### src/rtl/dmem_pkg.sv
// dmem_pkg: shared types and constants for the data-memory arbiter.
// Holds the arbiter FSM state encoding, the requester owner encoding and the
// default memory geometry (word width, address width, depth, latency counter).
package dmem_pkg;
    localparam int DMEM_DATA_W = 64;
    localparam int DMEM_ADDR_W = 64;
    localparam int DMEM_DEPTH  = 32;
    localparam int DMEM_CNT_W  = 2;
    typedef enum logic [1:0] {IDLE, ISSUE, WAIT, RESP} state_t;
    typedef enum logic {OWN_CPU = 1'b0, OWN_DBG = 1'b1} owner_t;
endpackage

### src/rtl/dmem_arbiter_rr_arbiter2.sv
// rr_arbiter2: 2-way round-robin grant with a last_grant register.
// Ports: i_clk, i_rst_n (async active-low), i_req[1:0] (bit0=CPU, bit1=DBG),
//        i_en (commit the grant this cycle), o_gnt (winning owner),
//        o_any (some request present).
module rr_arbiter2
    import dmem_pkg::*;
(
    input  logic       i_clk,
    input  logic       i_rst_n,
    input  logic [1:0] i_req,
    input  logic       i_en,
    output owner_t     o_gnt,
    output logic       o_any
);
    owner_t r_last;

    assign o_any = |i_req;
    // On contention the port that did not win last time goes first.
    assign o_gnt = &i_req ? ((r_last == OWN_CPU) ? OWN_DBG : OWN_CPU)
                          : (i_req[1] ? OWN_DBG : OWN_CPU);

    always_ff @(posedge i_clk or negedge i_rst_n) begin
        if (!i_rst_n)
            r_last <= OWN_DBG;
        else if (i_en && o_any)
            r_last <= o_gnt;
    end
endmodule

### src/rtl/dmem_arbiter.sv
// dmem_arbiter: shares the single-ported data memory between the CPU and debug ports.
// Ports: i_clk, i_rst_n (async active-low);
//        i_cpu_req_* / o_cpu_req_ready / o_cpu_rsp_* : CPU load/store port;
//        i_dbg_req_* / o_dbg_req_ready / o_dbg_rsp_* : debug/DMA port;
//        o_mem_addr, o_mem_wdata, o_mem_read, o_mem_write, i_mem_rdata : memory side.
module dmem_arbiter
    import dmem_pkg::*;
#(
    parameter int DATA_W  = DMEM_DATA_W,
    parameter int ADDR_W  = DMEM_ADDR_W,
    parameter int DEPTH   = DMEM_DEPTH,
    parameter int MEM_LAT = 1
) (
    input  logic              i_clk,
    input  logic              i_rst_n,
    input  logic              i_cpu_req_valid,
    output logic              o_cpu_req_ready,
    input  logic              i_cpu_req_write,
    input  logic [ADDR_W-1:0] i_cpu_req_addr,
    input  logic [DATA_W-1:0] i_cpu_req_wdata,
    output logic              o_cpu_rsp_valid,
    output logic [DATA_W-1:0] o_cpu_rsp_rdata,
    output logic              o_cpu_rsp_err,
    input  logic              i_dbg_req_valid,
    output logic              o_dbg_req_ready,
    input  logic              i_dbg_req_write,
    input  logic [ADDR_W-1:0] i_dbg_req_addr,
    input  logic [DATA_W-1:0] i_dbg_req_wdata,
    output logic              o_dbg_rsp_valid,
    output logic [DATA_W-1:0] o_dbg_rsp_rdata,
    output logic              o_dbg_rsp_err,
    output logic [ADDR_W-1:0] o_mem_addr,
    output logic [DATA_W-1:0] o_mem_wdata,
    output logic              o_mem_read,
    output logic              o_mem_write,
    input  logic [DATA_W-1:0] i_mem_rdata
);
    state_t                r_state;
    owner_t                r_owner;
    logic                  r_write;
    logic                  r_err;
    logic [DMEM_CNT_W-1:0] r_cnt;
    logic                  r_rsp_valid;
    logic [DATA_W-1:0]     r_rsp_rdata;
    owner_t                w_gnt;
    logic                  w_any;
    logic                  w_take;
    logic                  w_sel_write;
    logic [ADDR_W-1:0]     w_sel_addr;
    logic [DATA_W-1:0]     w_sel_wdata;
    logic                  w_sel_oob;

    rr_arbiter2 u_arb (
        .i_clk   (i_clk),
        .i_rst_n (i_rst_n),
        .i_req   ({i_dbg_req_valid, i_cpu_req_valid}),
        .i_en    (w_take),
        .o_gnt   (w_gnt),
        .o_any   (w_any)
    );

    // Ready is gated by reset so every output reads 0 while rst_n is low.
    assign w_take          = i_rst_n && (r_state == IDLE) && w_any;
    assign o_cpu_req_ready = w_take && (w_gnt == OWN_CPU);
    assign o_dbg_req_ready = w_take && (w_gnt == OWN_DBG);
    assign w_sel_write     = (w_gnt == OWN_DBG) ? i_dbg_req_write : i_cpu_req_write;
    assign w_sel_addr      = (w_gnt == OWN_DBG) ? i_dbg_req_addr  : i_cpu_req_addr;
    assign w_sel_wdata     = (w_gnt == OWN_DBG) ? i_dbg_req_wdata : i_cpu_req_wdata;
    // Full-width compare: high address bits are never dropped.
    assign w_sel_oob       = w_sel_addr >= ADDR_W'(DEPTH);

    assign o_cpu_rsp_valid = r_rsp_valid && (r_owner == OWN_CPU);
    assign o_dbg_rsp_valid = r_rsp_valid && (r_owner == OWN_DBG);
    assign o_cpu_rsp_rdata = o_cpu_rsp_valid ? r_rsp_rdata : '0;
    assign o_dbg_rsp_rdata = o_dbg_rsp_valid ? r_rsp_rdata : '0;
    assign o_cpu_rsp_err   = o_cpu_rsp_valid && r_err;
    assign o_dbg_rsp_err   = o_dbg_rsp_valid && r_err;

    // Strobes and address are registered at the grant edge so they are
    // asserted for the whole ISSUE cycle.
    always_ff @(posedge i_clk or negedge i_rst_n) begin
        if (!i_rst_n) begin
            r_state     <= IDLE;
            r_owner     <= OWN_CPU;
            r_write     <= 1'b0;
            r_err       <= 1'b0;
            r_cnt       <= '0;
            r_rsp_valid <= 1'b0;
            r_rsp_rdata <= '0;
            o_mem_addr  <= '0;
            o_mem_wdata <= '0;
            o_mem_read  <= 1'b0;
            o_mem_write <= 1'b0;
        end else begin
            case (r_state)
                IDLE: if (w_take) begin
                    r_state     <= ISSUE;
                    r_owner     <= w_gnt;
                    r_write     <= w_sel_write;
                    r_err       <= w_sel_oob;
                    r_cnt       <= DMEM_CNT_W'(MEM_LAT - 1);
                    o_mem_addr  <= w_sel_addr;
                    o_mem_wdata <= w_sel_wdata;
                    o_mem_read  <= !w_sel_write && !w_sel_oob;
                    o_mem_write <= w_sel_write && !w_sel_oob;
                end
                ISSUE: begin
                    o_mem_write <= 1'b0;
                    if (r_err || r_write || MEM_LAT == 1) begin
                        r_state     <= RESP;
                        o_mem_read  <= 1'b0;
                        r_rsp_valid <= 1'b1;
                        r_rsp_rdata <= (r_err || r_write) ? '0 : i_mem_rdata;
                    end else begin
                        r_state <= WAIT;
                        r_cnt   <= r_cnt - DMEM_CNT_W'(1);
                    end
                end
                WAIT: if (r_cnt == '0) begin
                    r_state     <= RESP;
                    o_mem_read  <= 1'b0;
                    r_rsp_valid <= 1'b1;
                    r_rsp_rdata <= i_mem_rdata;
                end else begin
                    r_cnt <= r_cnt - DMEM_CNT_W'(1);
                end
                default: begin
                    r_state     <= IDLE;
                    r_rsp_valid <= 1'b0;
                end
            endcase
        end
    end
endmodule
### config.mk
export PLATFORM = sky130hd
export DESIGN_NAME = dmem_arbiter
export DESIGN_NICKNAME = d
export VERILOG_FILES = /design/src/rtl/dmem_pkg.sv /design/src/rtl/dmem_arbiter_rr_arbiter2.sv /design/src/rtl/dmem_arbiter.sv
export SDC_FILE = /design/constraint.sdc
export NUM_CORES = 1
export LEC_CHECK = 0
export CAP_MARGIN = 20
export CORE_AREA = 4 4 225 227
export DETAILED_ROUTE_END_ITERATION = 7
export DIE_AREA = 0 0 229 231
export PLACE_DENSITY = 0.51
export SLEW_MARGIN = 10
export SYNTH_ARGS = -nofsm -noshare
export SYNTH_HDL_FRONTEND = slang
export SYNTH_SLANG_ARGS = --single-unit
### constraint.sdc
create_clock -name i_clk -period 1.6 [get_ports i_clk]
set_input_delay 0.24 -clock i_clk [delete_from_list [all_inputs] [get_ports i_clk]]
set_output_delay 0.24 -clock i_clk [all_outputs]
set_load 0.05 [all_outputs]
# After elaboration in Yosys (flattened, before gate mapping)
# Cells that the tools add are included.
# word_totals
ff_bits,203
out_inout_bits,264
elab_cells,75
# op_classes
add_sub_neg,1
n_lt_le_gt_ge,1
n_eq_ne,5
muxes,24
bitwise,3
n_reduce_logical,29
# ops
op,count
two-way mux 64 bit,6
case mux 64 bit (2 select lines),1
">= comparator 64 x 6 -> 1 bit, second input constant",1
AND reduction 2 bit,6
logical AND 1 bit,11
two-way mux 1 bit,8
two-way mux 2 bit,4
case mux 1 bit (3 select lines),2
case mux 2 bit (3 select lines),1
AND reduction 3 bit,2
nonzero test 2 bit,3
logical NOT 2 bit,2
"inequality test 2 bit, second input constant",2
case mux 2 bit (2 select lines),1
NOT 1 bit,3
nonzero test 3 bit,1
"== test 2 x 1 -> 1 bit, second input constant",1
"== test 2 bit, second input constant",1
logical NOT 1 bit,2
"inequality test 2 x 1 -> 1 bit, second input constant",1
case mux 1 bit (2 select lines),1
OR reduction 2 bit,1
"subtractor 2 x 1 -> 2 bit, second input constant",1
logical OR 1 bit,1

# Logic depth before layout (Yosys ltp)
# Gate-level depths: netlist of the first run.
# logic_depth
ltp_word,8
depth_mapped,8
mapped_depth_nobuf,7

# By module
# Synthesis of the first run repeated with hierarchy kept, for this count alone.
# hier_totals
hier_cells,959
hier_area_um2,9869.5
# by_module_without_submodules
mod,n_inst,cells_each,area_each_um2
dmem_arbiter,1,954,9818.2
rr_arbiter2,1,5,51.3

# Worst setup path after synthesis of the first run
# Ideal clock, no wire load.
# synth_path
path_type,register to output
from,reg r_owner
to,out o_cpu_rsp_rdata[54]
arrival_time_ns,1.666
slack_ns,-0.306
path_stages_with_launch,4
path_buffers,1
cell_sequence,dfrtp_1 nor2b_1 clkbuf_1 and2_1
# synth_between
elab_chain_len,3
# synth_rtl
item,line_no,source
start: declaration,dmem_arbiter.sv:39,owner_t r_owner;
start signal: assignment,dmem_arbiter.sv:98,r_owner <= w_gnt;
NOT 1 bit,dmem_arbiter.sv:72,assign o_cpu_rsp_valid = r_rsp_valid && (r_owner == OWN_CPU);
logical AND 1 bit,dmem_arbiter.sv:72,
named net o_cpu_rsp_valid,dmem_arbiter.sv:21,"output logic o_cpu_rsp_valid,"
two-way mux 64 bit,dmem_arbiter.sv:74,assign o_cpu_rsp_rdata = o_cpu_rsp_valid ? r_rsp_rdata : '0;
end: declaration,dmem_arbiter.sv:22,"output logic [DATA_W-1:0] o_cpu_rsp_rdata,"
# The timed path passes the listed nets, and every way through them passes these cells.

# Worst setup path in the final report of the first run
# layout_path
from,reg r_owner
to,out o_cpu_rsp_rdata[36]
# layout_between
elab_chain_len,3
# layout_rtl
item,line_no
NOT 1 bit,dmem_arbiter.sv:72
logical AND 1 bit,dmem_arbiter.sv:72
two-way mux 64 bit,dmem_arbiter.sv:74
# No other way between the ends.

==> metrics.yaml, run 1 <==
clocking:
  cts_made_buffers: 27
  cts_root_buffer: "clkbuf_16"
  cts.reportedPaths.clkPinSlew_ns: 0.06
  cts_buffer_depth: 3
  cts_tree: "yes"
  clk_latency_ns: 0.54
  ctsHtreeMaxLevel: 1
  cts_num_sinks: 203
synth:
  synth_area_leaders: "dfrtp_1, nand2_1, mux2i_1, a22o_1, a22oi_1"
  synth.most_common_cell: "nand2_1"
  synth-seq-cells: 203
  yosysSeqAreaShare_pct: 53.02
  synth_warnings: 0
  syn_inst: 956
  synth_top_area_share_pct: 52.74
  synth_edf_count: 0
  netlist_area_sq_um: 9584
  syn_avg_cell_area_sq_um: 10.03
  synth_flop_cell: "dfrtp_1"
  netlist_top_cells_count: "nand2_1, dfrtp_1, a22oi_1, and2_1, and3_1"
  async_reset_ff_share_pct: 100.0
  synth.distinct_cells: 34
  yosys.area.top_type: "dfrtp_1"
  syn_nets: 1288
outcome:
  violations: "negative setup slack"
  status: "finished, violations left"
timing:
  slew_violations: 0
  rsz0062_at_grt: "true"
  finClkSkew_ns: 0.01094
  fin_crit_ns: 2.043
  tightest_slew_ns: 0.6863
  holdWs_ns: 0.1333
  final-hold-violation-count: 0
  final.period_utilization_pct: 127.7
  worst_slack_ns: -0.4435
  slew_headroom_pct: 54.25
  finalSetupViolations: 288
  max_freq_ghz: 0.4894
min_path:
  min_path_type: "in -> async"
drt:
  vias_per_cell: 4.503
  drc: 0
  first_iter_violations: 486
  routed-via-count: 10440
  drtPass1Iterations: 4
  ant_nets: 0
  avgRoutedWirePerCell_um: 21.82
  drt-total-wl_um: 50590
run:
  drv_cap: 0
finish:
  drive_above_1_share_pct: 39.68
  syn_to_final_growth_pct: 116.7
  fin_util_pct: 42.69
  fill_cells: 4612
  nNetsFinal: 2009
setup_path:
  arrival_ns: 1.80
  critPathLaunchType: "register"
  crit_path_max_fanout: 10
  cp.required_ns: 1.36
  r2r_cells: 6
  end_kind: "output port"
  criticalPathCategory: "reg -> out"
grt:
  first_global_vias: 10870
  grt_util_met1_pct: 20.38
  use_met3_pct: 3.862
  grt_pass1_wl_um: 69120
  grt_max_degree: 114
  grt_busiest_layer: "met2"
  grt_antenna_before_repair: 1
  grt_use_met2_pct: 29.09
  grt_overflow: 0
  grt_usage_pct: 16.76
power:
  pwr-share-clk_pct: 15.6
  p_switching_mw: 18.11
  power_leakage_nw: 9.337
  power_frac_seq_pct: 23.5
  netSwitchingFraction_pct: 45.94
  internal_power_mw: 21.31
  p_comb_share_pct: 61.0
  ir_worst_vdd_uv: 1213
  powerDensity_nw_per_um2: 1898
floorplanning:
  start_util_pct: 19.70
  die_w_um: 229
  dieArea_sq_um: 52900
  ios: 590
  coreArea_sq_um: 48650
  die_h_um: 231
  num_rows: 81
place:
  gp_congestion: 0.9675
  port_buffers: 589
  pre_cts_ws_ns: -0.6534
  dpl.hpwl_um: 35880
[critical path, cell delays in order (launching register included)]
cell and delay (ns):
dfrtp_2 0.44, nor2b_4 0.17, buf_6 0.16, buf_12 0.16
and2_2 0.18, buf_12 0.14
[path summary, 6_finish.rpt]
kind | slack [ns] | endpoint | startpoint
hold / removal | 0.13 | o_mem_addr[52] | i_rst_n
hold reg to reg | 0.48 | o_mem_addr[29] | o_mem_addr[29]
setup / recovery | -0.44 | o_cpu_rsp_rdata[36] | r_owner
min in group i_clk | 0.22 | o_mem_wdata[37] | i_dbg_req_wdata[37]
max in group asynchronous | 0.34 | o_mem_wdata[32] | i_rst_n
setup reg to reg | -0.37 | r_err | u_arb.r_last
[layout make-up]
cell class | instances | area, sq um | share of cell area (%)
Clock inverter | 7 | 91.34 | 0.4398
Tap cell | 622 | 778.2 | 3.747
Inverter | 6 | 25.02 | 0.1205
Antenna cell | 1 | 2.502 | 0.01205
Multi-Input combinational cell | 670 | 4923 | 23.71
Timing Repair Buffer | 769 | 9076 | 43.70
Clock buffer | 41 | 788.3 | 3.795
Sequential cell | 203 | 5084 | 24.48
[metrics by stage]
step | area (sq um) | cells | setup TNS (ns) | total power, mW
floorplan | 9691 | 956 | -0.05228 | 20.66
global placement | 18320 | 2221 | -49.05 | 30.34
detailed placement | 18320 | 2221 | -51.13 | 30.47
CTS | 19550 | 2284 | -82.26 | 37.54
global route | 20770 | 2319 | -110.33 | 41.21
finish | 20770 | 2319 | -86.59 | 39.42
[kinds of logic (layout without fill, tap and decap cells)]
family          count (synthesis)  in the layout  share of synthesized area, %
other cells                     0              1                             0
compound gates                209            209                         15.70
simple gates                  391            391                         19.92
flops                         203            203                         53.02
buf+inv                        83            823                         3.864
mux                            64             64                         6.710
fa+ha+maj                       6              6                        0.7833
[sequential cells by signal, indices dropped and copies added, names as in the netlist, 2 cells and up]
register,cells
o_mem_addr,64
o_mem_wdata,64
r_cnt,2
r_rsp_rdata,64
r_state,2
[layout by cell type, fill, tap and decap left out, types with 10 or more instances in the layout]
cell type and n:
a22o_1 64, a22oi_1 55, a22oi_2 14, and2_2 17, and2_4 47, and3_4 66
buf_12 158, buf_4 239, buf_6 16, buf_8 10, clkbuf_16 44, clkdlybuf4s50_1 324
dfrtp_1 200, mux2i_1 53, nand2_1 196, nor4_1 28, o21ai_0 45, o21ai_1 15
[power by group through the flow]
stage | Combinational, mW | Sequential, mW | Clock [mW]
finish | 24.0 | 9.25 | 6.13
floorplan | 6.80 | 13.9 | 0
CTS | 22.0 | 9.12 | 6.41
detailed placement | 21.4 | 9.12 | 0
global route | 25.1 | 9.55 | 6.56
global placement | 21.3 | 9.07 | 0
[layer usage]
metal	routed length, um	vias to the layer above
met5	0	-
met4	1910	0
met3	2801	102
met2	25500	407
met1	20380	5071
li1	-	4863
[timing repair]
| item | in CTS | in global routing |
|---|---|---|
| hold buffers | 1 | 0 |
| resized for setup | 56 | 183 |
| endpoints found under the hold margin | 156 | 0 |
| setup endpoints to repair | 274 | 330 |
| pin swaps | 39 | 16 |
| gates cloned | 1 | 23 |
| setup buffers | 13 | 13 |
No activity file was read; power rests on OpenSTA's default activity.
==> run 2, diff against run 1 <==
CORE_AREA = 4 4 228 230   (was 4 4 225 227)
DIE_AREA = 0 0 232 234   (was 0 0 229 231)
SYNTH_HIERARCHICAL = 1   (was not set)
==> metrics.yaml, run 2 <==
outcome:
  status: "finished, violations left"
  violations: "negative setup slack"
place:
  gp_congestion: 0.8126  # -16%
  dpl.hpwl_um: 34510  # -3.8%
  placed_area_sq_um: 18590  # +1.5%
  port_buffers: 589  # unchanged
setup_path:
  critPathSlowestCell: "dfrtp_2"
  cp.required_ns: 1.36  # about the same
  cp_common_cell: "buf_12"
  crit_path_max_fanout: 11  # +1
  end_kind: "output port"
  rr_startpoint: "u_arb/r_last"
  path_buf_inv: 4  # +1
  path_delay_family: "buffers and inverters"
  critPathLaunchType: "register"
  r2r_end: "r_err"
  criticalPathCategory: "reg -> out"
  r2r_cells: 8  # +2
  cp_cell_sequence: "buf_4, buf_12, clkbuf_16, and3_4, buf_12"
  slowest_delay_ns: 0.46  # +0.02 ns
  arrival_ns: 1.81  # about the same
  r2r_setup_slack_ns: -0.36  # about the same
floorplanning:
  die_h_um: 234  # +1.3%
  num_rows: 82  # +1.2%
  die_w_um: 232  # +1.3%
  ios: 590  # unchanged
  dieArea_sq_um: 54290  # +2.6%
  start_util_pct: 19.79  # +0.092 points
  coreArea_sq_um: 49860  # +2.5%
clocking:
  cts_root_buffer: "clkbuf_16"
  cts_tree: "yes"
  clk_latency_ns: 0.54  # about the same
  cts_buffer_depth: 3  # unchanged
  cts_num_sinks: 203  # unchanged
  ctsHtreeMaxLevel: 1  # unchanged
  cts_made_buffers: 26  # -3.7%
  cts.reportedPaths.clkPinSlew_ns: 0.06  # about the same
min_path:
  holdPathStages: 3
  worstHoldStart: "i_rst_n"
  hold_end: "r_cnt[1]"
  min_path_type: "in -> reg"
synth:
  synth_warnings: 6  # +6
  synth.most_common_cell: "dfrtp_1"
  netlist_top_cells_count: "dfrtp_1, nand2_1, mux2i_1, o21ai_1, and2_1"
  yosys.area.top_type: "dfrtp_1"
  yosysSeqAreaShare_pct: 51.48  # -1.5 points
  synth_edf_count: 0  # unchanged
  syn_avg_cell_area_sq_um: 10.29  # +2.7%
  netlist_area_sq_um: 9869  # +3.0%
  syn_inst: 959  # +0.31%
  synth.distinct_cells: 40  # +18%
  syn_nets: 1290  # +0.16%
  synth_flop_cell: "dfrtp_1"
  async_reset_ff_share_pct: 100.0  # unchanged
  synth-seq-cells: 203  # unchanged
  synth_area_leaders: "dfrtp_1, mux2i_1, o21ai_1, a22o_1, nand2_1"
  synth_top_area_share_pct: 51.22  # -1.5 points
grt:
  grt_pass1_wl_um: 68030  # -1.6%
  grt_max_degree: 105  # -7.9%
  grt_busiest_layer: "met2"
  grt_usage_pct: 16.19  # -0.57 points
  grt_use_met2_pct: 28.61  # -0.47 points
  grt_antenna_before_repair: 0  # -1
  use_met3_pct: 4.786  # +0.92 points
  grt_overflow: 0  # unchanged
  first_global_vias: 10660  # -1.9%
  grt_util_met1_pct: 19.21  # -1.2 points
timing:
  rsz0062_at_grt: "true"
  slew_violations: 0  # unchanged
  holdWs_ns: 0.07412  # -0.05917 ns
  finalSetupViolations: 231  # -20%
  worst_slack_ns: -0.4520  # -0.008577 ns
  tightest_slew_ns: 0.6362  # -0.05007 ns
  max_freq_ghz: 0.4873  # -0.42%
  slew_headroom_pct: 57.59  # +3.3 points
  finClkSkew_ns: 0.01317  # +0.002230 ns
  fin_crit_ns: 2.052  # +0.008577 ns
  final.period_utilization_pct: 128.3  # +0.54 points
  final-hold-violation-count: 0  # unchanged
drt:
  drtPass1Iterations: 4  # unchanged
  ant_nets: 0  # unchanged
  avgRoutedWirePerCell_um: 19.87  # -8.9%
  routed-via-count: 10080  # -3.5%
  drt-total-wl_um: 47040  # -7.0%
  vias_per_cell: 4.256  # -5.5%
  drc: 0  # unchanged
  first_iter_violations: 331  # -32%
power:
  power_leakage_nw: 9.431  # +1.0%
  powerDensity_nw_per_um2: 1758  # -7.4%
  ir_worst_vdd_uv: 1227  # +1.1%
  finalPower_mw: 37.45  # -5.0%
finish:
  drive_above_1_share_pct: 39.85  # +0.16 points
  final_cell_mix: "clkdlybuf4s50_1, buf_4, dfrtp_1, buf_12, nand2_1"
  reg.largest.list: "o_mem_addr x64, o_mem_wdata x64, r_rsp_rdata x64"
  stdcell_area_sq_um: 21300  # +2.6%
  syn_to_final_growth_pct: 115.8
  layout_commonest_cell: "clkdlybuf4s50_1"
  nNetsFinal: 2005  # -0.20%
run:
  drv_cap: 0  # unchanged
==> run 2: changes by cell type in the layout (fill, tap and decap cells not counted), sizes merged, moves of 3 or more <==
cell	change
inv	+3
o21ai	+65
nand2	-70
a22oi	-68
mux2i	+68
clkinv	+5
clkbuf	-21
buf	+7
==> run 2: worst max path at each step <==
stage,from,to,slack (ns),cells past startpoint
finish,r_rsp_valid,o_dbg_rsp_rdata[36],-0.45,5
global route,r_rsp_valid,o_dbg_rsp_rdata[34],-0.51,5
CTS,r_rsp_valid,o_dbg_rsp_rdata[7],-0.50,5
detailed placement,i_dbg_req_valid,r_err,-0.62,7
global placement,i_dbg_req_valid,r_err,-0.60,7
floorplan,u_arb/r_last,o_cpu_req_ready,-0.02,5
==> run 2: timing repair <==
action | 4_1_cts | 5_1_grt
hold buffers | 1 | 0
hold endpoints to repair | 202 | 0
cloned | 23 | 5
endpoints found under the setup margin | 258 | 289
buffers inserted | 23 | 14
pin swaps | 32 | 25
gates resized for setup | 148 | 54
==> run 2: where the power goes <==
group          switching, mW  internal, mW
Combinational           13.1          9.80
Sequential              1.23          7.05
Clock                   2.42          3.83
Total                   16.8          20.7
==> run 2: routing by layer <==
metal / wire length [um] / vias up / share of wire [%]
met5: 0 / - / 0
met4: 1139 / 0 / 2.4
met2: 23540 / 410 / 50
li1: - / 4866 / -
met1: 18550 / 4742 / 39
met3: 3804 / 57 / 8.1
==> run 2: tightest hold or removal path, delay by kind of cell <==
family | cells | cell delay (ns)
buffers and inverters | 1 | 0.09
AOI/OAI and AO/OA | 2 | 0.23
==> run 2: cells by family (layout without fill, tap and decap cells) <==
kind of cell               Yosys count  in the layout  share of synthesized area, %
other                                0              1                             0
DFF                                203            203                         51.48
and+or+nand+nor                    321            321                         16.85
adders and majority gates            5              5                        0.6339
muxes                              133            133                         13.56
AOI/OAI and AO/OA                  210            210                         13.62
buffers and inverters               87            822                         3.854
==> run 2: cell type report <==
type                            count  area, sq um
Fill cell                        4772        28560
Clock inverter                     15        165.2
Clock buffer                       33        758.2
Timing Repair Buffer              765         9265
Multi-Input combinational cell    669         5149
Sequential cell                   203         5084
Antenna cell                        1        2.502
Tap cell                          672        840.8
Inverter                            9        36.28
==> run 2: stage by stage <==
stage	util [%]	worst slack (ns)	setup TNS [ns]	cells
2_1_floorplan	-	-0.01646	-0.01893	959
3_3_place_gp	37.28	-0.5973	-56.68	2262
3_5_place_dp	37.28	-0.6193	-60.97	2262
4_1_cts	42.08	-0.5034	-85.80	2356
5_1_grt	42.71	-0.5132	-81.77	2366
6_report	42.72	-0.4520	-65.05	2367
==> run 3, diff against run 2 <==
CORE_AREA = 2 2 232 234   (was 4 4 228 230)
DIE_AREA = 0 0 234 236   (was 0 0 232 234)
HOLD_SLACK_MARGIN = 0.15   (was not set)
PLACE_DENSITY = 0.49   (was 0.51)
==> metrics.yaml, run 3 (synthesis results as in run 2) <==
outcome:
  status: "finished, violations left"
  violations: "negative setup slack"
drt:
  ant_nets: 0  # unchanged
  drc: 0  # unchanged
  avgRoutedWirePerCell_um: 20.10  # +1.1%
  drt-total-wl_um: 47740  # +1.5%
  routed-via-count: 10180  # +1.1%
  drtPass1Iterations: 4  # unchanged
  vias_per_cell: 4.288  # +0.74%
  first_iter_violations: 367  # +11%
clocking:
  cts_tree: "yes"
  ctsHtreeMaxLevel: 1  # unchanged
  cts_hold_buffers: 1  # unchanged
  cts.reportedPaths.clkPinSlew_ns: 0.07  # about the same
  cts_num_sinks: 203  # unchanged
  clk_latency_ns: 0.56  # +0.02 ns
  cts_buffer_depth: 3  # unchanged
  cts_made_buffers: 25  # -3.8%
  cts_root_buffer: "clkbuf_16"
timing:
  slew_violations: 0  # unchanged
  rsz0062_at_grt: "true"
  max_freq_ghz: 0.4777  # -2.0%
  final-hold-violation-count: 0  # unchanged
  final.period_utilization_pct: 130.8  # +2.6 points
  worst_slack_ns: -0.4934  # -0.04137 ns
  fin_crit_ns: 2.093  # +0.04137 ns
  slew_headroom_pct: 59.29  # +1.7 points
  tightest_slew_ns: 0.6107  # -0.02555 ns
  fin_setup_tns_ns: -64.46  # +0.5836 ns
  finalSetupViolations: 200  # -13%
  finClkSkew_ns: 0.01737  # +0.004199 ns
grt:
  grt_pass1_wl_um: 65180  # -4.2%
  first_global_vias: 10430  # -2.1%
  grt_overflow: 0  # unchanged
  grt_antenna_before_repair: 2  # +2
  grt_max_degree: 95  # -9.5%
  grt_usage_pct: 15.36  # -0.84 points
min_path:
  min_path_type: "in -> reg"
place:
  pre_cts_ws_ns: -0.7191  # -0.09975 ns
  gp_congestion: 0.8182  # +0.69%
  dpl.hpwl_um: 31920  # -7.5%
  port_buffers: 589  # unchanged
  placed_area_sq_um: 18540  # -0.29%
power:
  p_comb_share_pct: 61.1  # about the same
  pwr-share-clk_pct: 16.8  # about the same
  netSwitchingFraction_pct: 45.77  # +0.99 points
  power_frac_seq_pct: 22.1  # about the same
  internal_power_mw: 20.22  # -2.2%
  power_leakage_nw: 9.347  # -0.90%
  p_switching_mw: 17.06  # +1.8%
  finalPower_mw: 37.28  # -0.45%
  powerDensity_nw_per_um2: 1767  # +0.47%
  ir_worst_vdd_uv: 962.7  # -22%
setup_path:
  crit_path_max_fanout: 13  # +2
  slowest_delay_ns: 0.43  # -0.03 ns
  path_buf_inv: 3  # -1
  criticalPathCategory: "reg -> out"
  arrival_ns: 1.85  # +0.04 ns
  cp_common_cell: "buf_12"
  path_delay_family: "buffers and inverters"
  critPathSlowestCell: "dfrtp_2"
  cp_cell_sequence: "nor2b_4, buf_4, buf_12, and2_4, buf_12"
  cp.required_ns: 1.36  # about the same
  critPathLaunchType: "register"
  end_kind: "output port"
floorplanning:
  coreArea_sq_um: 53070  # +6.4%
  start_util_pct: 18.60  # -1.2 points
  dieArea_sq_um: 55220  # +1.7%
  die_h_um: 236  # +0.85%
  die_w_um: 234  # +0.86%
  ios: 590  # unchanged
  num_rows: 85  # +3.7%
finish:
  drive_above_1_share_pct: 38.74  # -1.1 points
  syn_to_final_growth_pct: 113.8
  reg.largest.list: "o_mem_addr x64, o_mem_wdata x64, r_rsp_rdata x64"
  stdcell_area_sq_um: 21110  # -0.92%
  nNetsFinal: 1990  # -0.75%
  final_cell_mix: "clkdlybuf4s50_1, buf_4, dfrtp_1, buf_12, nand2_1"
  layout_commonest_cell: "clkdlybuf4s50_1"
run:
  drv_cap: 0  # unchanged
## run 3: cell count changes in the layout (fill, tap and decap cells not counted), sizes merged
| cell | previous run | this run |
|---|---|---|
| buf | 434 | 410 |
| clkbuf | 37 | 44 |
| bufbuf | 2 | 0 |
| bufinv | 3 | 5 |
| inv | 10 | 11 |
## run 3: stage by stage
step | hold slack (ns) | std cells | util (%)
4_1_cts | 0.1263 | 2347 | 37.93
3_5_place_dp | 0.05752 | 2278 | 34.93
5_1_grt | 0.1432 | 2374 | 39.76
2_1_floorplan | -0.05559 | 959 | -
6_report | 0.1503 | 2375 | 39.77
3_3_place_gp | 0.05714 | 2278 | 34.93
## run 3: worst reg2reg max path: stages (launching register included)
cell      delay, ns
dfstp_2        0.56
a21boi_4       0.08
buf_6          0.15
buf_12         0.15
nor4_4         0.13
nand4_1        0.15
a22oi_2        0.24
o21ai_2        0.13
mux2_4         0.27
## run 3: timing repair
| item | in CTS | in global routing |
|---|---|---|
| resized for setup | 99 | 113 |
| endpoints found under the hold margin | 203 | 1 |
| setup endpoints to repair | 265 | 289 |
| buffers inserted | 13 | 11 |
| gates cloned | 9 | 20 |
| pin swaps | 17 | 11 |
## run 3: area by class of cell
cell class                 instances  area [sq um]
fill                            5152         31960
timing repair buffer             751          9106
multi-input combinational        669          5119
sequential                       203          5084
tap                              696         870.8
clock buffer                      28         656.9
clock inverter                    18         230.2
inverter                           9         36.28
antenna                            1         2.502
## run 3: layer usage
metal / global-route usage [%] / up-vias / share of wire [%]
li1: - / 4843 / -
met1: 18.69 / 4900 / 41
met2: 27.16 / 388 / 51
met3: 3.421 / 51 / 6.8
met4: 3.836 / 2 / 2.0
met5: 0 / - / 0.019
## run 3: final timing paths
kind                                  from                  end  slack [ns]  cells past startpoint
hold / removal                     i_rst_n              r_write        0.15                      4
max in group asynchronous          i_rst_n      o_mem_wdata[43]        0.48                      3
min in group asynchronous          i_rst_n             r_cnt[0]        0.19                      2
setup reg to reg              u_arb/r_last                r_err       -0.37                      8
setup / recovery                   r_owner  o_cpu_rsp_rdata[28]       -0.49                      5
hold reg to reg            o_mem_wdata[41]      o_mem_wdata[41]        0.48                      2
## run 3: power groups by stage
stage               clock [mW]  sequential (mW)  combinational (mW)
floorplan                    0             13.1                6.02
global placement             0             8.24                19.0
detailed placement           0             8.27                19.1
CTS                       6.49             8.24                21.1
global route              6.69             8.48                23.9
finish                    6.25             8.25                22.8
==> RTL change: new RTL, config.mk and constraints of run 1 <==
Encoding of `state_t`: now one-hot (4 bits for 4 states).
--- a/src/rtl/dmem_pkg.sv
+++ b/src/rtl/dmem_pkg.sv
@@ -8,3 +8,3 @@
     localparam int DMEM_CNT_W  = 2;
-    typedef enum logic [1:0] {IDLE, ISSUE, WAIT, RESP} state_t;
+    typedef enum logic [3:0] {IDLE = 4'b0001, ISSUE = 4'b0010, WAIT = 4'b0100, RESP = 4'b1000} state_t;
     typedef enum logic {OWN_CPU = 1'b0, OWN_DBG = 1'b1} owner_t;
Formal check against the unedited RTL: same outputs for any inputs over 4 cycles, from zero or initial values and one cycle with i_rst_n low; so few cycles prove little.
==> RTL change against run 1 <==
- utilization rose by 0.48 points
- sequential cell count fell by 1
- cell area up 1.1%
- the flow still finishes with violations (negative setup slack)
- via count rose by 7.7%
- combinational power fell by 31%
- routed wire length is 3.7% higher
- register-to-register slack improved by 0.07 ns
- worst setup slack got worse by 0.097 ns
- non-clock buffer count increased by 6
- die area unchanged
- total power down 21%
- hold slack improved by 0.076 ns
- synthesized area up 2.0%
- critical path type unchanged
==> RTL change: results (changes against run 1) <==
Initial antenna violation count: 0 (-1)
Vias in the first global route: 11794 (+8.5%)
Reg2Reg Launch Point: r_state[0]$_DFFE_PN1P_
Largest net degree at the start of global routing: 116 (+1.8%)
Final-stage net count: 2174 (+8.2%)
Static Leakage: 0.00935 uW (about the same)
Post-route setup slack: -0.540 ns (-0.0968 ns)
Worst Tran Pin Value: 0.747 ns (+0.0610 ns)
Met3 Use GR: 5.33% (+1.5 points)
Status: complete, but fails checks
Buffers, non-clock: 775 (+0.78%)
Post_cts resized: 210 (+280%)
Commonest cells post-synth: 386 x nand2_1, 200 x dfrtp_1, 72 x nor2_1
Global Route Usage Sum: 18.8% (+2.1 points)
Seq/Total Area, Yosys: 51.7% (-1.3 points)
Per-cell routed wire length: 21.1 um (-3.5%)
Hold Path Class: input pin to flip-flop
Final non-filler cell total: 2491 (+7.4%)
First-pass GRT wire length: 76.9 mm (+11%)
1st-pass router iterations: 5 (+1)
Reg area: 5060 um^2 (-0.47%)
VDD IR max: 0.00103 V (-15%)
Clock buf/inv share: 4.16% (-0.071 points)
CLK BUF: 43 (+4.9%)
Synth top area cells: dfrtp_1 51%, nand2_1 15%, and2_1 4.3%, and3_1 4.2%, a31oi_1 4.1%
R2R depth: 9 (+3)
Clk sinks: 202 (-0.49%)
Hold slack: 0.209 ns (+0.0761 ns)
Dpl hpwl: 36.4 mm (+1.3%)
Cell variety after synth: 36 (+5.9%)
Routability Congestion: 0.917 (-5.2%)
Critical path peak fanout: 5 (-5)
Syn_nets: 1462 (+14%)
DP Cell Count: 2381 (+7.2%)
Multi-input gate share of the layout cell area: 23.1% (-0.61 points)
Multi-input gate count: 839 (+25%)
Failing checks: negative setup slack
Final instance area: 21000 um^2 (+1.1%)
Post-DP Area: 18300 um^2 (about the same)
Reg-to-reg endpoint: o_mem_addr[21]$_DFFE_PN0P_
Syn Area/Cell: 8.60 um^2 (-14%)
Fillers: 4687 (+1.6%)
M1 GR Usage: 22.4% (+2.0 points)
Met2 Use GR: 33.7% (+4.6 points)
Share of layout cells above drive strength 1: 36.0% (-3.7 points)
Data arrival, critical path: 1.90 ns (+0.10 ns)
Reg power frac: 27.6% (+4.1 points)
Pint: 17100 uW (-20%)
Count of final setup violators: 269 (-6.6%)
RTL change: cell types whose count changed after synthesis, sizes merged, moves of 3 or more:
| cell | before | now |
|---|---|---|
| nand2 | 203 | 386 |
| mux2i | 62 | 1 |
| inv | 6 | 3 |
| ha | 6 | 0 |
| a31oi | 0 | 64 |
| a22o | 64 | 0 |
| a22oi | 69 | 64 |
| nand3 | 1 | 66 |
| o21ai | 67 | 3 |
| buf | 40 | 57 |
| nor2 | 10 | 72 |
RTL change: cells by family (layout without fill, tap and decap cells):
family                 Yosys count  after routing  share of synthesized area [%]
muxes                            1              1                          0.102
DFF                            202            202                           51.7
buffers and inverters           95            828                           5.01
and+or+nand+nor                697            697                           32.1
AOI/OAI and AO/OA              141            141                           11.1
RTL change: layer usage:
layer | wire length [um] | vias to the layer above | share of wire [%]
li1 | - | 5291 | -
met1 | 20600 | 5384 | 39
met2 | 26500 | 516 | 51
met3 | 4240 | 59 | 8.1
met4 | 1060 | 0 | 2.0
met5 | 0 | - | 0
